[config.mk]
export PLATFORM = sky130hd
export DESIGN_NAME = bram_port_arbiter
export DESIGN_NICKNAME = d
export VERILOG_FILES = /design/src/rtl/bram_port_arbiter.sv
export SDC_FILE = /design/constraint.sdc
export NUM_CORES = 1
export LEC_CHECK = 0
export ABC_CLOCK_PERIOD_IN_PS = 2950
export BUFFER_PORTS_ARGS = -buffer_cell sky130_fd_sc_hd__buf_2
export CAP_MARGIN = 40
export CORE_MARGIN = 2
export CORE_UTILIZATION = 47
export CTS_CLUSTER_DIAMETER = 100
export DETAILED_ROUTE_END_ITERATION = 10
export GPL_TIMING_DRIVEN = 0
export PLACE_DENSITY = 0.81
export SETUP_SLACK_MARGIN = 0.05
export SLEW_MARGIN = 10
export SYNTH_ARGS = -nofsm -noshare
export SYNTH_HDL_FRONTEND = slang
export SYNTH_SLANG_ARGS = --single-unit
export TNS_END_PERCENT = 5
[constraint.sdc]
create_clock -name clk -period 2.95 [get_ports clk]
set_input_delay 0.59 -clock clk [delete_from_list [all_inputs] [get_ports clk]]
set_output_delay 0.59 -clock clk [all_outputs]
set_load 0.01 [all_outputs]
[src/rtl/bram_port_arbiter.sv]
`default_nettype none
// ============================================================================
// Module      : bram_port_arbiter
// Description : Round-robin arbiter (with burst lock) sharing one BRAM port
//               between two requesters; routes read data back by tag.
// Revision    : 1.0 - initial release
// ============================================================================
module bram_port_arbiter #(
  parameter int WIDTH      = 32,
  parameter int ADDRWIDTH  = 10,
  parameter int RD_LATENCY = 4
) (
  input  logic                 clk,
  input  logic                 rst_n,

  input  logic                 r0_req,
  input  logic                 r0_we,
  input  logic                 r0_lock,
  input  logic [ADDRWIDTH-1:0] r0_addr,
  input  logic [WIDTH-1:0]     r0_di,
  output logic                 r0_gnt,
  output logic                 r0_rvalid,
  output logic [WIDTH-1:0]     r0_do,

  input  logic                 r1_req,
  input  logic                 r1_we,
  input  logic                 r1_lock,
  input  logic [ADDRWIDTH-1:0] r1_addr,
  input  logic [WIDTH-1:0]     r1_di,
  output logic                 r1_gnt,
  output logic                 r1_rvalid,
  output logic [WIDTH-1:0]     r1_do,

  output logic                 ram_en,
  output logic                 ram_we,
  output logic [ADDRWIDTH-1:0] ram_addr,
  output logic [WIDTH-1:0]     ram_di,
  input  logic [WIDTH-1:0]     ram_do,

  output logic                 busy
);

  // 0 = requester 0 has priority on contention, 1 = requester 1
  logic                 r_ptr;

  logic                 w_gnt0;
  logic                 w_gnt1;
  logic                 w_accept;
  logic                 w_acceptWe;
  logic                 w_acceptRd;
  logic [ADDRWIDTH-1:0] w_acceptAddr;
  logic [WIDTH-1:0]     w_acceptDi;

  logic                 r_ramEn;
  logic                 r_ramWe;
  logic [ADDRWIDTH-1:0] r_ramAddr;
  logic [WIDTH-1:0]     r_ramDi;

  // Stage 0 lines up with ram_en; the last stage lines up with valid ram_do.
  logic [RD_LATENCY:0]  r_pipeValid;
  logic [RD_LATENCY:0]  r_pipeTag;
  logic                 w_headValid;
  logic                 w_headTag;

  logic                 r_r0Rvalid;
  logic                 r_r1Rvalid;
  logic [WIDTH-1:0]     r_r0Do;
  logic [WIDTH-1:0]     r_r1Do;

  // Grants are gated by reset so every output reads 0 while rst_n is low.
  assign w_gnt0 = rst_n & r0_req & (~r1_req | ~r_ptr);
  assign w_gnt1 = rst_n & r1_req & (~r0_req |  r_ptr);

  always_comb begin
    w_accept     = w_gnt0 | w_gnt1;
    w_acceptWe   = 1'b0;
    w_acceptAddr = r0_addr;
    w_acceptDi   = r0_di;
    if (w_gnt1) begin
      w_acceptWe   = r1_we;
      w_acceptAddr = r1_addr;
      w_acceptDi   = r1_di;
    end else if (w_gnt0) begin
      w_acceptWe   = r0_we;
    end
    w_acceptRd = w_accept & ~w_acceptWe;
  end

  always_ff @(posedge clk or negedge rst_n) begin
    if (!rst_n) begin
      r_ptr <= 1'b0;
    end else if (w_gnt0) begin
      r_ptr <= ~r0_lock;
    end else if (w_gnt1) begin
      r_ptr <= r1_lock;
    end
  end

  always_ff @(posedge clk or negedge rst_n) begin
    if (!rst_n) begin
      r_ramEn   <= 1'b0;
      r_ramWe   <= 1'b0;
      r_ramAddr <= '0;
      r_ramDi   <= '0;
    end else begin
      r_ramEn <= w_accept;
      r_ramWe <= w_accept & w_acceptWe;
      if (w_accept) begin
        r_ramAddr <= w_acceptAddr;
        r_ramDi   <= w_acceptDi;
      end
    end
  end

  always_ff @(posedge clk or negedge rst_n) begin
    if (!rst_n) begin
      r_pipeValid <= '0;
      r_pipeTag   <= '0;
    end else begin
      r_pipeValid <= {r_pipeValid[RD_LATENCY-1:0], w_acceptRd};
      r_pipeTag   <= {r_pipeTag[RD_LATENCY-1:0], w_gnt1};
    end
  end

  assign w_headValid = r_pipeValid[RD_LATENCY];
  assign w_headTag   = r_pipeTag[RD_LATENCY];

  always_ff @(posedge clk or negedge rst_n) begin
    if (!rst_n) begin
      r_r0Rvalid <= 1'b0;
      r_r1Rvalid <= 1'b0;
      r_r0Do     <= '0;
      r_r1Do     <= '0;
    end else begin
      r_r0Rvalid <= w_headValid & ~w_headTag;
      r_r1Rvalid <= w_headValid &  w_headTag;
      if (w_headValid & ~w_headTag) begin
        r_r0Do <= ram_do;
      end
      if (w_headValid & w_headTag) begin
        r_r1Do <= ram_do;
      end
    end
  end

  assign r0_gnt    = w_gnt0;
  assign r1_gnt    = w_gnt1;
  assign r0_rvalid = r_r0Rvalid;
  assign r1_rvalid = r_r1Rvalid;
  assign r0_do     = r_r0Do;
  assign r1_do     = r_r1Do;
  assign ram_en    = r_ramEn;
  assign ram_we    = r_ramWe;
  assign ram_addr  = r_ramAddr;
  assign ram_di    = r_ramDi;
  assign busy      = (|r_pipeValid) | r_r0Rvalid | r_r1Rvalid;

endmodule
`default_nettype wire

==> results of run 1 <==
-- through the flow --
stage / area [um2] / std cells / utilization (%) / setup TNS [ns]
after floorplan: 5120 / 410 / - / 0
after global placement: 6470 / 786 / 60.3 / -60.81
after CTS: 7120 / 819 / 66.2 / 0
after detailed placement: 6510 / 787 / 60.6 / 0
after global routing: 7120 / 819 / 66.2 / 0
final: 7120 / 819 / 66.2 / 0
-- final cells by class --
cell class / instances / share of cell area [%]
plain buffers: 34 / 3.80
clock buffers: 25 / 6.95
clock inverters: 7 / 1.58
inverters: 1 / 0.0528
multi-input cells: 254 / 25.5
flip-flops and latches: 121 / 42.6
well taps: 140 / 2.46
repair buffers: 237 / 17.1
-- cell usage in the layout, fill, tap and decap left out, drive strengths merged, types with 4 or more instances in the layout --
cell | Yosys | final
nand2 | 4 | 4
o21ai | 42 | 42
dfrtp | 121 | 121
nand3 | 42 | 42
clkbuf | 6 | 31
buf | 28 | 265
nor2 | 43 | 43
a31oi | 42 | 42
mux2 | 64 | 64
-- where the power goes --
part | internal (mW) | switching (mW)
sequential | 2.02 | 0.203
clock | 1.40 | 0.708
combinational | 0.674 | 0.647
-- critical path, cell delays in order --
cell and delay (ns):
sky130_fd_sc_hd__buf_6 0.39, sky130_fd_sc_hd__nand2_2 0.21, sky130_fd_sc_hd__clkbuf_1 0.26, sky130_fd_sc_hd__nor2_1 0.23
sky130_fd_sc_hd__buf_2 0.17
-- flip-flops by register name (all words and copies together), names as in the netlist --
register / cells
ram_en: 1
r_pipeValid: 5
r_pipeTag: 5
r1_do: 32
ram_addr: 10
ram_we: 1
r0_rvalid: 1
r0_do: 32
ram_di: 32
r1_rvalid: 1
r_ptr: 1
-- routing by layer --
metal  wire [um]  global-route usage (%)
met1        5440                    27.1
met4         330                    11.4
met2        6940                    40.6
met3        1290                    8.68
met5           0                       0
-- cell families (layout without fill, tap and decap cells) --
family          count (synthesis)  count (layout)  synth area share, %
buf+inv                        35             304                 5.35
simple gates                   99              99                 9.09
compound gates                 91              91                 10.2
mux                            64              64                 16.2
flops                         121             121                 59.2
-- path summary, 6_finish.rpt --
check                          endpoint  slack (ns)  cells after the start
setup / recovery                 r1_gnt        0.46                      5
hold / removal                r0_do[17]       0.007                      1
setup reg to reg              ram_di[3]        1.63                      4
hold reg to reg            r_pipeTag[2]        0.35                      0
max in group asynchronous     r1_do[28]        2.23                      2
min in group clk              r0_do[22]        0.30                      2
==> run metrics, run 1 <==
Critical Path Fanout Max 56; # rows 38; Netlist Area Pre-Place 5120 um2; synthesized net count 534; total number of nets in the final design 790; Tightest Hold Check Type input pin to async pin; setup skew after layout 0.00763 ns; post-synthesis register bit count 121; fraction of post-synthesis cell area in the top cell type by area 59.2%; remaining number of nets flagged by the antenna check after routing 0; via count of the first global-routing pass 4318; io pins 237; routed length per placed instance 17.1 um; ANT cells 0; number of synthesized flops with an enable pin 0; mean area per synthesized cell 12.5 um2; Max Slew Vio Count 0; arrival time at the worst endpoint 1.90 ns; Hold Vio Cnt, Final 0; clock slew at the register clock pins of the worst setup and hold paths 0.05 ns; Die W 108 um; Final period util 84.4%; clock buffer count from CTS 17; number of setup violations in the final report 0; area of the multi-input gates 1820 um2; library cell with the largest summed area after synthesis sky130_fd_sc_hd__dfrtp_1; worst setup timing slack at the placement stage 0.423 ns; Worst Setup Path Type input pin to output port; DRC marker count from the first detailed-route iteration 255; ys flop type sky130_fd_sc_hd__dfrtp_1; required arrival time at the worst endpoint 2.36 ns; worst supply voltage drop on vdd 0.606 mV; clock tree from TritonCTS done; die span in y 108 um; DRC violations left 0; Resize count post-CTS 0; min setup slack post-route 0.459 ns; top cells by instance count after synthesis sky130_fd_sc_hd__dfrtp_1, sky130_fd_sc_hd__nor2_1, sky130_fd_sc_hd__a31oi_1, sky130_fd_sc_hd__nand3_1, sky130_fd_sc_hd__o21ai_0; antenna violations before repair 0; Post-Route WL 14.0 mm; Max Fclk 0.401 GHz; leading cell types by total area after synthesis sky130_fd_sc_hd__dfrtp_1, sky130_fd_sc_hd__mux2_4, sky130_fd_sc_hd__mux2_2; count of different cell masters after synthesis 30; slew at the pin closest to its max-slew limit 0.521 ns; total number of vias 4301; H-tree levels 4; critical path endpoint category output port; DR pass1 iterations 6; register area share after synthesis 59.2%; Slew Limit Headroom 65.3%; Post-CTS Setup Inserts 0; Core Footprint 10700 um2; setup repair after global routing missed its margin no; result of the run complete, no violations; minimum clock period after layout 2.49 ns; share of post-route cells with drive strength above 1 53.8%; maximum buffer depth of the clock tree 2; power density over the cells 794 nW/um2; grt total ovfl 0; number of filler cells placed in the layout 859; clock network latency to the later pin of the worst-skew pair 0.53 ns; most frequently used cell type in the post-synthesis netlist sky130_fd_sc_hd__dfrtp_1; async set-reset flop share out of synthesis 100%; post-cts hold buffer count 0; critical path launch point type input pin; detailed placer's ending HPWL 10.1 mm; max cap viols 0; final weighted congestion in routability-driven placement 0.806; Starting Density 47.6%; launching element of the worst setup path rst_n; ratio of routed vias to standard cells 5.25; Worst Hold Slack 0.00698 ns; number of warnings printed during yosys synthesis 0; Root Buffer sky130_fd_sc_hd__clkbuf_8; total leakage power 3.46 nW; sinks on the clock net 121; relative area change from synthesis to final layout 39.0%; register cell area after layout 3030 um2; overall fraction of global-route tracks in use 24.0%; start of the worst register-to-register path r_ptr; largest net degree at the start of global routing 73; post-synthesis instance total 410; die area 11700 um2; IO buf count 236; total power after layout 5.65 mW; global-route wire length before repair 21.4 mm
No activity file was read; power rests on OpenSTA's default activity.
==> run 2: changes to the inputs <==
Settings changed: ABC_CLOCK_PERIOD_IN_PS 2950 to 2200, CORE_UTILIZATION 47 to 42, PLACE_DENSITY 0.81 to 0.77.
Clock period 2.95 ns to 2.2 ns, I/O delays scaled along.
==> run metrics, run 2 (synthesis results as in run 1) <==
worst supply voltage drop on vdd 0.445 mV; overall fraction of global-route tracks in use 21.1%; Root Buffer sky130_fd_sc_hd__clkbuf_16; worst setup timing slack at the placement stage 0.108 ns; DR pass1 iterations 4; Core Footprint 12000 um2; kind of cell with the highest combined delay on the critical path flip-flops; commonest non-fill, non-tap cell in the layout sky130_fd_sc_hd__buf_2; relative area change from synthesis to final layout 40.0%; power density over the cells 1070 nW/um2; io pins 237; Worst Setup Path Type flop to output port; Post-CTS Setup Inserts 0; final weighted congestion in routability-driven placement 0.859; slew at the pin closest to its max-slew limit 0.401 ns; min setup slack post-route 0.236 ns; die span in y 114 um; launching element of the worst setup path r_ptr; Final period util 89.3%; detailed placer's ending HPWL 10.1 mm; Critical Path Fanout Max 10; total leakage power 3.48 nW; largest net degree at the start of global routing 80; clock tree from TritonCTS done; end of the worst register-to-register path ram_addr[6]; depth of the most critical reg-to-reg path 4; critical path launch point type flop; Tightest Hold Check Type input pin to async pin; die area 13100 um2; grt total ovfl 0; Worst Hold Slack 0.0613 ns; endpoint of the most critical setup path r1_gnt; H-tree levels 4; # rows 40; clock network latency to the later pin of the worst-skew pair 0.41 ns; post-layout instance area 7170 um2; clock slew at the register clock pins of the worst setup and hold paths 0.05 ns; routed length per placed instance 16.6 um; share of post-route cells with drive strength above 1 53.8%; Max Slew Vio Count 0; Hold Vio Cnt, Final 0; total number of nets in the final design 791; arrival time at the worst endpoint 1.52 ns; maximum buffer depth of the clock tree 2; Die W 114 um; result of the run complete, no violations; commonest cells after routing, fill and taps aside sky130_fd_sc_hd__buf_2, sky130_fd_sc_hd__dfrtp_1, sky130_fd_sc_hd__nor2_1, sky130_fd_sc_hd__nand3_1, sky130_fd_sc_hd__a31oi_1; number of filler cells placed in the layout 948; minimum clock period after layout 1.96 ns; Resize count post-CTS 0; antenna violations before repair 0; buffers and inverters on the worst path 2; number of setup violations in the final report 0; max cap viols 0; critical path endpoint category output port; ANT cells 0; DP Area 6520 um2; start of the worst register-to-register path r_ptr; Critical Path Stages 4; clock buffer count from CTS 17; setup repair after global routing missed its margin no; Max Fclk 0.509 GHz; DRC violations left 0; remaining number of nets flagged by the antenna check after routing 0; ratio of routed vias to standard cells 5.16; setup TNS after final layout 0 ns; global-route wire length before repair 21.4 mm; sinks on the clock net 121; Post-Route WL 13.7 mm; IO buf count 236; DRC marker count from the first detailed-route iteration 320; setup skew after layout 0.00380 ns; cell-by-cell listing of the critical path and2b_4 -> buf_4 -> nor2_1 -> buf_2; cell with the largest stage delay on the worst path sky130_fd_sc_hd__dfrtp_1; total number of vias 4264; required arrival time at the worst endpoint 1.76 ns; slack of the worst reg-to-reg path 0.86 ns; via count of the first global-routing pass 4261; Starting Density 42.8%; final core utilization 59.9%; CP peak stage delay 0.40 ns; Slew Limit Headroom 73.3%
run 2: how the worst min path moves through the flow:
stage,startpoint,endpoint,slack (ns),cells after the start
after CTS,rst_n,r0_do[14],0.05,2
after floorplan,rst_n,r0_do[0],0.14,0
final,rst_n,r0_do[14],0.06,2
after global placement,r_pipeTag[0],r_pipeTag[1],0.34,0
after global routing,rst_n,r0_do[14],0.07,2
after detailed placement,r_pipeTag[1],r_pipeTag[2],0.33,0
run 2: layout make-up:
class | instances | area, um2 | area share [%]
clock buffers | 24 | 492 | 6.86
clock inverters | 7 | 139 | 1.94
repair buffers | 238 | 1230 | 17.2
multi-input cells | 254 | 1820 | 25.3
well taps | 147 | 184 | 2.57
inverters | 1 | 3.75 | 0.0524
plain buffers | 34 | 270 | 3.77
flip-flops and latches | 121 | 3030 | 42.2
run 2: where the power goes:
| part | internal [mW] | total, mW | switching (mW) | leakage (nW) |
|---|---|---|---|---|
| clock network | 2.01 | 2.96 | 0.947 | 0.310 |
| registers | 2.71 | 2.98 | 0.263 | 1.41 |
| logic | 0.907 | 1.76 | 0.857 | 1.77 |
run 2: per-layer routing:
layer | vias up | GRT usage, % | routed length [um]
met5 | - | 0 | 0
met3 | 24 | 7.62 | 1210
met4 | 0 | 8.46 | 243
met2 | 220 | 35.3 | 6630
li1 | 1996 | - | -
met1 | 2024 | 24.8 | 5590
run 2: timing repair:
| item | in CTS | in global routing |
|---|---|---|
| endpoints found under the hold margin | 42 | 0 |
| setup endpoints to repair | 0 | 0 |
| hold buffers | 1 | 0 |
run 2: stage by stage:
step	instances	total power, mW
floorplan	410	3.93
global placement	793	4.69
detailed placement	794	4.77
CTS	826	7.76
global route	826	8.04
finish	826	7.70
==> run 3: changes to the inputs <==
Settings changed: PLACE_DENSITY 0.77 to 0.78.
==> run metrics, run 3 (synthesis results as in run 1) <==
DR pass1 iterations 4; sinks on the clock net 121; buffers and inverters on the worst path 2; overall fraction of global-route tracks in use 22.7%; grt total ovfl 0; Internal Pwr Total 5.35 mW; max cap viols 0; ratio of routed vias to standard cells 5.27; required arrival time at the worst endpoint 1.76 ns; Flop pwr share 40.0%; cell with the largest stage delay on the worst path sky130_fd_sc_hd__dfrtp_1; number of filler cells placed in the layout 934; clock buffer count from CTS 17; total number of nets in the final design 798; clock share of power 35.5%; H-tree levels 4; result of the run complete, no violations; global-route wire length before repair 22.8 mm; power density over the cells 1030 nW/um2; die span in y 114 um; Hold Vio Cnt, Final 0; clock slew at the register clock pins of the worst setup and hold paths 0.05 ns; cell-by-cell listing of the critical path and2b_4 -> buf_4 -> nor2_1 -> buf_2; commonest non-fill, non-tap cell in the layout sky130_fd_sc_hd__buf_2; net load switching power 2.10 mW; remaining number of nets flagged by the antenna check after routing 0; area of the multi-input gates 1820 um2; CP peak stage delay 0.38 ns; clock network latency to the later pin of the worst-skew pair 0.41 ns; register cell area after layout 3030 um2; arrival time at the worst endpoint 1.53 ns; Slew Limit Headroom 73.6%; Starting Density 42.8%; Critical Path Fanout Max 10; Tightest Hold Check Type input pin to async pin; worst supply voltage drop on vdd 0.407 mV; critical path endpoint category output port; largest net degree at the start of global routing 37; io pins 237; total leakage power 3.52 nW; minimum clock period after layout 1.97 ns; relative area change from synthesis to final layout 41.7%; DRC marker count from the first detailed-route iteration 317; DRC violations left 0; Max Slew Vio Count 0; final weighted congestion in routability-driven placement 0.836; Final period util 89.8%; final standard cell count with taps included and fillers excluded 831; Root Buffer sky130_fd_sc_hd__clkbuf_16; placed insts 794; total number of vias 4380; Comb pwr share 24.5%; critical path launch point type flop; share of total power consumed by net switching 28.1%; number of setup violations in the final report 0; antenna violations before repair 0; Worst Setup Path Type flop to output port; routed length per placed instance 17.6 um; Core Footprint 12000 um2; die area 13100 um2; ANT cells 0; slew at the pin closest to its max-slew limit 0.395 ns; commonest cells after routing, fill and taps aside sky130_fd_sc_hd__buf_2, sky130_fd_sc_hd__dfrtp_1, sky130_fd_sc_hd__nor2_1, sky130_fd_sc_hd__nand3_1, sky130_fd_sc_hd__a31oi_1; setup repair after global routing missed its margin no; maximum buffer depth of the clock tree 2; share of post-route cells with drive strength above 1 53.9%; detailed placer's ending HPWL 10.7 mm; via count of the first global-routing pass 4375; setup skew after layout 0.00548 ns; IO buf count 236; Max Fclk 0.506 GHz; Post-CTS Setup Inserts 0; total power after layout 7.45 mW; Die W 114 um; # rows 40; clock tree from TritonCTS done; kind of cell with the highest combined delay on the critical path simple AND/OR/NAND/NOR gates; Post-Route WL 14.6 mm
==> run 3: layout make-up <==
| type | count | area share, % |
|---|---|---|
| multi-input cells | 254 | 25.0 |
| clock inverters | 8 | 1.36 |
| inverters | 1 | 0.0518 |
| well taps | 147 | 2.54 |
| clock buffers | 21 | 6.35 |
| flip-flops and latches | 121 | 41.7 |
| plain buffers | 34 | 3.73 |
| repair buffers | 245 | 19.2 |
==> run 3: power groups by stage <==
stage          Clock [mW]  Combinational, mW  Sequential [mW]
2_1_floorplan           0              0.716             3.21
3_3_place_gp            0               1.72             2.97
3_5_place_dp            0               1.79             3.01
4_1_cts              2.68               1.84             2.98
5_1_grt              2.78               1.98             3.04
6_report             2.64               1.83             2.98
==> run 3: worst paths after layout <==
path                       cells after the start          from      endpoint  slack, ns
hold / removal                                 3         rst_n      r1_do[3]       0.07
hold reg to reg                                0  r_pipeTag[2]  r_pipeTag[3]       0.35
setup reg to reg                               3  r_pipeTag[4]     r1_do[10]       0.89
setup / recovery                               4         r_ptr        r1_gnt       0.23
max in group asynchronous                      4         rst_n    ram_di[26]       1.14
min in group clk                               2    ram_do[25]     r0_do[25]       0.27
==> run 3: what timing repair did <==
action,CTS,global route
gates resized for setup,3,0
endpoints found under the hold margin,43,0
setup endpoints to repair,1,0
hold buffers,5,0
==> run 3: worst reg2reg max path: cells and delay by family, from the launching register on <==
kind                   cells  cell delay (ns)
flip-flops                 1             0.41
AND/OR/NAND/NOR            1             0.19
buffers and inverters      1             0.23
multiplexers               1             0.36
==> run 3: per-stage QoR <==
step           setup TNS, ns  hold slack [ns]  instance area, um2  utilization [%]  setup slack, ns
2_1_floorplan              0            0.144                5120                -            0.797
5_1_grt                    0           0.0751                7250             60.6            0.184
4_1_cts                    0           0.0669                7240             60.5            0.230
6_report                   0           0.0737                7250             60.6            0.225
3_5_place_dp           -1.25            0.336                6520             54.5           -0.360
3_3_place_gp         -157.98            0.337                6480             54.2            -1.73
==> run 3: routing by layer <==
| metal | wire length, um | global-route usage [%] |
|---|---|---|
| met1 | 5760 | 25.4 |
| met2 | 7240 | 39.8 |
| met3 | 1240 | 7.62 |
| met4 | 361 | 9.27 |
| met5 | 0 | 0 |
